==> src/rtl/clock_display_driver.sv <==
// Six-digit multiplexed 7-segment driver for an HH:MM:SS clock.
// Inputs are captured once per frame, split into BCD and scanned one digit at a time.
module clock_display_driver #(
    parameter int SCAN_DIV = 4,
    parameter int LZ_BLANK = 0
) (
    input  logic       clk,
    input  logic       rst,
    input  logic [5:0] seconds,
    input  logic [5:0] minutes,
    input  logic [4:0] hours,
    output logic [6:0] seg,
    output logic [5:0] an,
    output logic       dp,
    output logic       frame_start
);

    localparam logic [15:0] PRESC_LAST = 16'(SCAN_DIV - 1);
    localparam logic [6:0]  SEG_DASH   = 7'b1000000;
    localparam logic [6:0]  SEG_BLANK  = 7'b0000000;

    logic [15:0] presc_q, presc_d;
    logic [2:0]  didx_q, didx_d;
    logic [5:0]  snap_sec_q, snap_sec_d;
    logic [5:0]  snap_min_q, snap_min_d;
    logic [4:0]  snap_hr_q, snap_hr_d;
    logic [6:0]  seg_q, seg_d;
    logic [5:0]  an_q, an_d;
    logic        dp_q, dp_d;
    logic        frame_start_q, frame_start_d;

    logic        tick;
    logic        frame_end;
    logic        snap_valid;
    logic [7:0]  sec_bcd, min_bcd, hr_bcd;
    logic [3:0]  digit;

    // Threshold ladder instead of a divider: tens are found by comparison, ones by subtraction.
    function automatic logic [7:0] to_bcd(input logic [5:0] v);
        logic [3:0] tens;
        logic [5:0] ones;
        if (v >= 6'd60)      tens = 4'd6;
        else if (v >= 6'd50) tens = 4'd5;
        else if (v >= 6'd40) tens = 4'd4;
        else if (v >= 6'd30) tens = 4'd3;
        else if (v >= 6'd20) tens = 4'd2;
        else if (v >= 6'd10) tens = 4'd1;
        else                 tens = 4'd0;
        ones = v - (6'(tens) * 6'd10);
        return {tens, ones[3:0]};
    endfunction

    function automatic logic [6:0] font(input logic [3:0] d);
        case (d)
            4'd0:    return 7'b0111111;
            4'd1:    return 7'b0000110;
            4'd2:    return 7'b1011011;
            4'd3:    return 7'b1001111;
            4'd4:    return 7'b1100110;
            4'd5:    return 7'b1101101;
            4'd6:    return 7'b1111101;
            4'd7:    return 7'b0000111;
            4'd8:    return 7'b1111111;
            4'd9:    return 7'b1101111;
            default: return 7'b0000000;
        endcase
    endfunction

    always_comb begin
        tick      = (presc_q == PRESC_LAST);
        frame_end = tick && (didx_q == 3'd5);

        presc_d = tick ? 16'd0 : presc_q + 16'd1;
        didx_d  = didx_q;
        if (tick) didx_d = (didx_q == 3'd5) ? 3'd0 : didx_q + 3'd1;

        // Snapshot only at the end of a frame so a frame never mixes two times.
        snap_sec_d    = frame_end ? seconds : snap_sec_q;
        snap_min_d    = frame_end ? minutes : snap_min_q;
        snap_hr_d     = frame_end ? hours   : snap_hr_q;
        frame_start_d = frame_end;

        sec_bcd    = to_bcd(snap_sec_q);
        min_bcd    = to_bcd(snap_min_q);
        hr_bcd     = to_bcd({1'b0, snap_hr_q});
        snap_valid = (snap_sec_q <= 6'd59) && (snap_min_q <= 6'd59) && (snap_hr_q <= 5'd23);

        case (didx_q)
            3'd0:    digit = sec_bcd[3:0];
            3'd1:    digit = sec_bcd[7:4];
            3'd2:    digit = min_bcd[3:0];
            3'd3:    digit = min_bcd[7:4];
            3'd4:    digit = hr_bcd[3:0];
            default: digit = hr_bcd[7:4];
        endcase

        seg_d = snap_valid ? font(digit) : SEG_DASH;
        if ((LZ_BLANK != 0) && snap_valid && (didx_q == 3'd5) && (hr_bcd[7:4] == 4'd0))
            seg_d = SEG_BLANK;
        an_d = ~(6'b000001 << didx_q);
        dp_d = snap_valid && !snap_sec_q[0] && ((didx_q == 3'd2) || (didx_q == 3'd4));
    end

    always_ff @(posedge clk) begin
        if (!rst) begin
            presc_q       <= 16'd0;
            didx_q        <= 3'd0;
            snap_sec_q    <= 6'd0;
            snap_min_q    <= 6'd0;
            snap_hr_q     <= 5'd0;
            seg_q         <= 7'd0;
            an_q          <= 6'b111111;
            dp_q          <= 1'b0;
            frame_start_q <= 1'b0;
        end else begin
            presc_q       <= presc_d;
            didx_q        <= didx_d;
            snap_sec_q    <= snap_sec_d;
            snap_min_q    <= snap_min_d;
            snap_hr_q     <= snap_hr_d;
            seg_q         <= seg_d;
            an_q          <= an_d;
            dp_q          <= dp_d;
            frame_start_q <= frame_start_d;
        end
    end

    assign seg         = seg_q;
    assign an          = an_q;
    assign dp          = dp_q;
    assign frame_start = frame_start_q;

endmodule

==> config.mk <==
export PLATFORM = sky130hd
export DESIGN_NAME = clock_display_driver
export DESIGN_NICKNAME = d
export VERILOG_FILES = /design/src/rtl/clock_display_driver.sv
export SDC_FILE = /design/constraint.sdc
export NUM_CORES = 1
export LEC_CHECK = 0
export BUFFER_PORTS_ARGS = -buffer_cell sky130_fd_sc_hd__buf_2
export CORE_MARGIN = 4
export CORE_UTILIZATION = 60
export CTS_BUF_LIST = sky130_fd_sc_hd__clkbuf_8 sky130_fd_sc_hd__clkbuf_16
export DETAILED_ROUTE_END_ITERATION = 8
export GPL_ROUTABILITY_DRIVEN = 0
export GPL_TIMING_DRIVEN = 0
export HOLD_SLACK_MARGIN = 0.08
export PLACE_DENSITY = 0.8
export SYNTH_ARGS = -nofsm -noshare
export SYNTH_HDL_FRONTEND = slang
export SYNTH_SLANG_ARGS = --single-unit
==> constraint.sdc <==
create_clock -name clk -period 5 [get_ports clk]
set_clock_uncertainty 0.2 [all_clocks]
set_input_delay 0.5 -clock clk [delete_from_list [all_inputs] [get_ports clk]]
set_output_delay 0.5 -clock clk [all_outputs]
set_load 0.005 [all_outputs]
# Yosys cells after proc, flatten, opt, wreduce, memory -nomap -nowiden
# Memory sizes are Yosys's and may differ from the RTL's.
# Cells that the tools add are included.
[classes] n_addsub=5 mul=3 div=0 magnitude_cmp=21 n_eq_ne=6 shifts=1 mux=21 bitwise=2 reduce_logical=10
[op_table] cell="6-bit >= comparator, second input constant" count=6
[op_table] cell="3-bit 2-to-1 mux" count=10
[op_table] cell="6-bit by 5-bit >= comparator with 1-bit output, second input constant" count=4
[op_table] cell="4-bit one-hot mux with 5 select lines" count=1
[op_table] cell="5-bit by 6-bit >= comparator with 1-bit output, second input constant" count=3
[op_table] cell="16-bit by 1-bit adder with 16-bit output, second input constant" count=1
[op_table] cell="16-bit by 2-bit == test with 1-bit output, second input constant" count=1
[op_table] cell="6-bit by 4-bit >= comparator with 1-bit output, second input constant" count=2
[op_table] cell="6-bit <= comparator, second input constant" count=2
[op_table] cell="2-bit 2-to-1 mux" count=6
[op_table] cell="4-bit subtractor" count=3
[op_table] cell="5-bit >= comparator, second input constant" count=2
[op_table] cell="3-bit by 3-bit multiplier with 3-bit output, second input constant" count=3
[op_table] cell="7-bit 2-to-1 mux" count=1
[op_table] cell="3-bit by 2-bit == test with 1-bit output, second input constant" count=2
[op_table] cell="3-bit == test, second input constant" count=2
[op_table] cell="6-bit NOT" count=1
[op_table] cell="1-bit by 3-bit left shift with 6-bit output, first input constant" count=1
[op_table] cell="5-bit by 4-bit >= comparator with 1-bit output, second input constant" count=1
[op_table] cell="5-bit <= comparator, second input constant" count=1
[op_table] cell="1-bit logical AND" count=5
[op_table] cell="3-bit by 1-bit adder with 3-bit output, second input constant" count=1
[op_table] cell="3-bit by 1-bit == test with 1-bit output, second input constant" count=1
[op_table] cell="3-bit zero test" count=1
[op_table] cell="other kinds (6)" count=8
[totals] regBits=51 latch_bits=0 mem_bits_rw=0 rom_bits=112 out_inout_bits=15 wordCells=80 n_memories=1
[mem_list] memory="(no name shown)" depth=16 width=7 rd=1 rd_ports_with_merged_regs=0 write_ports=0 line_no="54" rtl="case (d)"

# Longest topological paths before layout
# An unclocked memory read counts as a cell.
[depth] ltp_word=12 ltp_mapped=14 mapped_depth_nobuf=13

# Worst setup path after synthesis
# OpenSTA, ideal clock, no wires.
[synth_timing] kind="register to register" startpoint="register snap_sec_q[5]" endpoint="register seg_q[0], in the netlist seg[0]" arrival_time_ps=2461 path_slack_ps=2214 stages_incl_launch_ff=14 synth_period_minus_slack_ps=2786 cell_sequence="dfxtp_1 buf_4 o311ai_2 o32ai_2 ha_1 fa_1 nor2_1 a21oi_1 o21ai_1 a21oi_1 buf_2 o2111ai_1 mux2i_1 nor3_1"
[synth_via] elab_chain_len=11 word_cells_on_any_way=20 cone_classes="add/sub: 1; mul: 1; order compare: 7; mux: 7; reduce/logical: 3; memory: 1"
[synth_rtl] element="from (decl)" line_no="24" rtl="logic [5:0] snap_sec_q, snap_sec_d;"
[synth_rtl] element="from (signal assigned)" line_no="118" rtl="snap_sec_q <= snap_sec_d;"
[synth_rtl] element="6-bit by 4-bit >= comparator with 1-bit output" line_no="47" rtl="else if (v >= 6'd10) tens = 4'd1;"
[synth_rtl] element="1-bit 2-to-1 mux" line_no="47"
[synth_rtl] element="2-bit 2-to-1 mux" line_no="46" rtl="else if (v >= 6'd20) tens = 4'd2;"
[synth_rtl] element="2-bit 2-to-1 mux" line_no="45" rtl="else if (v >= 6'd30) tens = 4'd3;"
[synth_rtl] element="3-bit 2-to-1 mux" line_no="44" rtl="else if (v >= 6'd40) tens = 4'd4;"
[synth_rtl] element="3-bit 2-to-1 mux" line_no="43" rtl="else if (v >= 6'd50) tens = 4'd5;"
[synth_rtl] element="3-bit 2-to-1 mux" line_no="42" rtl="if (v >= 6'd60) tens = 4'd6;"
[synth_rtl] element="3-bit by 3-bit multiplier with 3-bit output" line_no="49" rtl="ones = v - (6'(tens) * 6'd10);"
[synth_rtl] element="4-bit subtractor" line_no="49"
[synth_rtl] element="4-bit one-hot mux with 5 select lines" line_no="88" rtl="case (didx_q)"
[synth_rtl] element="memory read 16 x 7 bit"
[synth_rtl] element="to (signal assigned)" line_no="121" rtl="seg_q <= seg_d;"
[synth_rtl] element="to (decl)" line_no="27" rtl="logic [6:0] seg_q, seg_d;"
# Parallel ways exist; a longest one is shown, timed or not.
# A chain may end at the register's enable or synchronous reset.

# Final worst setup path
# Ends and elaborated chain as after synthesis.

==> out/qor.yml <==
outcome:
  status: "finished clean"
clock_network:
  ctsHoldBuffers: 0
  post-cts-setup-buffers: 0
  clkLatencyLatePin_ps: 300
  cts_root_buffer: "clkbuf_8"
  cts-buffers-inserted: 5
  htreeDepth: 2
  cts_buffer_depth: 2
  clk_pin_slew_ps: 100
  cts_tree: "built"
  cts_num_sinks: 51
  ctsResizeCount: 0
sta:
  min_period_over_period_pct: 63.74
  clock.fmax_mhz: 313.8
  tightest_slew_ps: 481.5
  slew_headroom_pct: 67.78
  hold_viol: 0
  rsz0062_at_grt: "no"
  setup-violations-final: 0
  fin_setup_tns_ps: 0
  worst_hold_slack_ps: 238.6
  fin_crit_ps: 3187
  final_max_slew_viol_count: 0
routing:
  wl_mm: 5.693
  drcViolationCount: 0
  wire_per_inst_um: 13.55
  first_iter_violations: 144
  ant_nets: 0
  via_count: 2344
  viasPerCell: 5.581
  drt-pass1-iter-count: 5
global_route:
  antenna_found_initial: 0
  overflow: 0
  track_usage_pct: 19.80
  grt_pass1_wl_mm: 9.798
  grt_pass1_vias: 2175
  grt_max_degree: 17
worst_setup_path:
  critical_path_class: "flip-flop to flip-flop"
  cp-end-kind: "flip-flop"
  slowest_stage: "fa_1"
  slowest_delay_ps: 480
  critPathRequiredTime_ps: 4990
  critPathMaxFanout: 10
  crit_chain: "buf_4 -> o311ai_2 -> o32ai_2 -> ha_1 -> fa_1 -> nor2_1 -> a21oi_1 -> o21ai_1 -> a21oi_1 -> buf_2 -> o2111ai_1 -> mux2i_1 -> nor3_1"
  crit_path_start_kind: "flip-flop"
  worstPathArrival_ps: 3170
  crit_top_cell: "a21oi_1"
final_layout:
  syn2layout_area_growth_pct: 12.07
  area.sequential_sq_um: 1021
  drive_gt1_share_pct: 19.29
  multi_input_area_sq_um: 1655
  finalNonFillerCells: 420
  final_nets: 398
  n_antenna_cell: 0
  fillers: 360
power:
  p_per_area_nw_per_um2: 237.5
  p_clk_share_pct: 38.2
  switchingPower_uw: 170.8
  p_comb_share_pct: 6.7
  internal_power_uw: 585.3
  ir_drop_uv: 254.3
  pwr-share-seq_pct: 55.2
  swShare_pct: 22.59
  leakage_nw: 1.233
placement:
  dpl.cell_count: 412
  numPortBuffers: 33
  place_hpwl_mm: 4.243
floorplan:
  rows: 24
  core_region_area_sq_um: 4474
  io_pins: 34
  die_h_um: 76.82
  die_area_sq_um: 5901
  die_x_um: 76.82
  initial_utilization_pct: 63.51
logic_synthesis:
  ys_seq_area_share_pct: 35.93
  yosysMostFrequentCell: "dfxtp_1"
  yosys.area.top_type: "dfxtp_1"
  async_reset_ff_share_pct: 0
  avgSynthCellArea_sq_um: 8.690
  yosys_warnings: 0
  synth-seq-cells: 51
  ys.flop_type: "dfxtp_1"
  syn_area_sq_um: 2841
  synth_edf_count: 0
  synthCells: 327
  netlist_top_cells_area: "dfxtp_1 (36%), mux2i_1 (8.1%), nor2b_1 (5.5%)"
  syn_nets: 358
  synth_commonest_cells: "dfxtp_1 (51), nor2_1 (28), nand2_1 (27)"
  synth_top_area_share_pct: 35.93
  synth_cell_types: 58
run:
  cap_violations: 0
worst_hold_path:
  min_path_type: "flip-flop to flip-flop"
registers in the layout, indices dropped and copies added, names as in the netlist:
name and cells:
snap_hr_q 5, seg 7, snap_min_q 6, snap_sec_q 6
frame_start 1, presc_q 16, an 6, dp 1
didx_q 3
placed cells by master (no fill, tap or decap), types with 4 or more instances in the layout:
| cell | netlist | layout |
|---|---|---|
| o21ai_1 | 7 | 7 |
| and2_1 | 5 | 5 |
| dfxtp_1 | 51 | 51 |
| nand3b_1 | 7 | 7 |
| nand4_1 | 5 | 5 |
| xor2_1 | 11 | 11 |
| inv_1 | 10 | 10 |
| nor2b_1 | 25 | 25 |
| nand3_1 | 12 | 12 |
| o21ai_0 | 6 | 6 |
| ha_1 | 10 | 10 |
| clkbuf_1 | 5 | 5 |
| inv_2 | 5 | 5 |
| nor2_1 | 28 | 28 |
| nor3_1 | 7 | 7 |
| buf_4 | 4 | 4 |
| mux2i_1 | 23 | 23 |
| buf_2 | 9 | 42 |
| clkbuf_8 | 0 | 5 |
| nand2_1 | 27 | 27 |
| a21oi_1 | 12 | 12 |
| xnor2_1 | 4 | 4 |
| nand2b_1 | 5 | 5 |
| and3_1 | 4 | 4 |
worst paths after layout:
kind                endpoint  slack [ps]           from  cells after the start
setup reg to reg      seg[0]        1810  snap_sec_q[5]                     13
hold / removal    presc_q[0]         240     presc_q[0]                      1
hold reg to reg   presc_q[0]         240     presc_q[0]                      1
setup / recovery      seg[0]        1810  snap_sec_q[5]                     13
metrics by stage:
stage | setup WS [ps] | util (%) | total power, mW | instance area, sq um
floorplan | 2214 | - | 0.4567 | 2841
global placement | 1913 | 68.65 | 0.4757 | 3072
detailed placement | 1832 | 68.65 | 0.4774 | 3072
CTS | 1811 | 71.17 | 0.7616 | 3184
global route | 1628 | 71.17 | 0.7895 | 3184
finish | 1813 | 71.17 | 0.7562 | 3184
critical path: cells and delay by family (launching register included):
family	cells	cell delay, ps
mux	1	220
fa+ha+maj	2	690
buf+inv	2	440
simple gates	2	130
flops	1	360
compound gates	6	1050
power groups by stage:
stage          Clock (mW)  Sequential, mW  Combinational (mW)
2_1_floorplan           0           0.427              0.0295
3_3_place_gp            0           0.426              0.0492
3_5_place_dp            0           0.427              0.0507
4_1_cts             0.294           0.417              0.0509
5_1_grt             0.313           0.418              0.0577
6_report            0.289           0.417              0.0505
layer usage:
metal	wire length, um	up-vias	global-route usage (%)
met5	0	-	0
met4	33	0	4.348
met3	226	4	3.981
met2	2693	38	33.36
met1	2740	1091	26.11
li1	-	1211	-
cell families after synthesis:
group | after synthesis | share of synthesized area (%)
xor+xnor | 15 | 4.623
fa+ha+maj | 12 | 5.812
simple gates | 139 | 26.38
compound gates | 52 | 12.95
buf+inv | 34 | 5.812
mux | 24 | 8.498
flops | 51 | 35.93
area by class of cell:
cell class | instances | share of cell area [%]
inverters | 15 | 1.768
clock inverters | 3 | 1.375
flip-flops and latches | 51 | 32.06
well taps | 52 | 2.043
plain buffers | 19 | 3.418
clock buffers | 5 | 2.161
multi-input cells | 242 | 51.98
repair buffers | 33 | 5.187
Note: power is estimated with default switching activity, not from simulation.
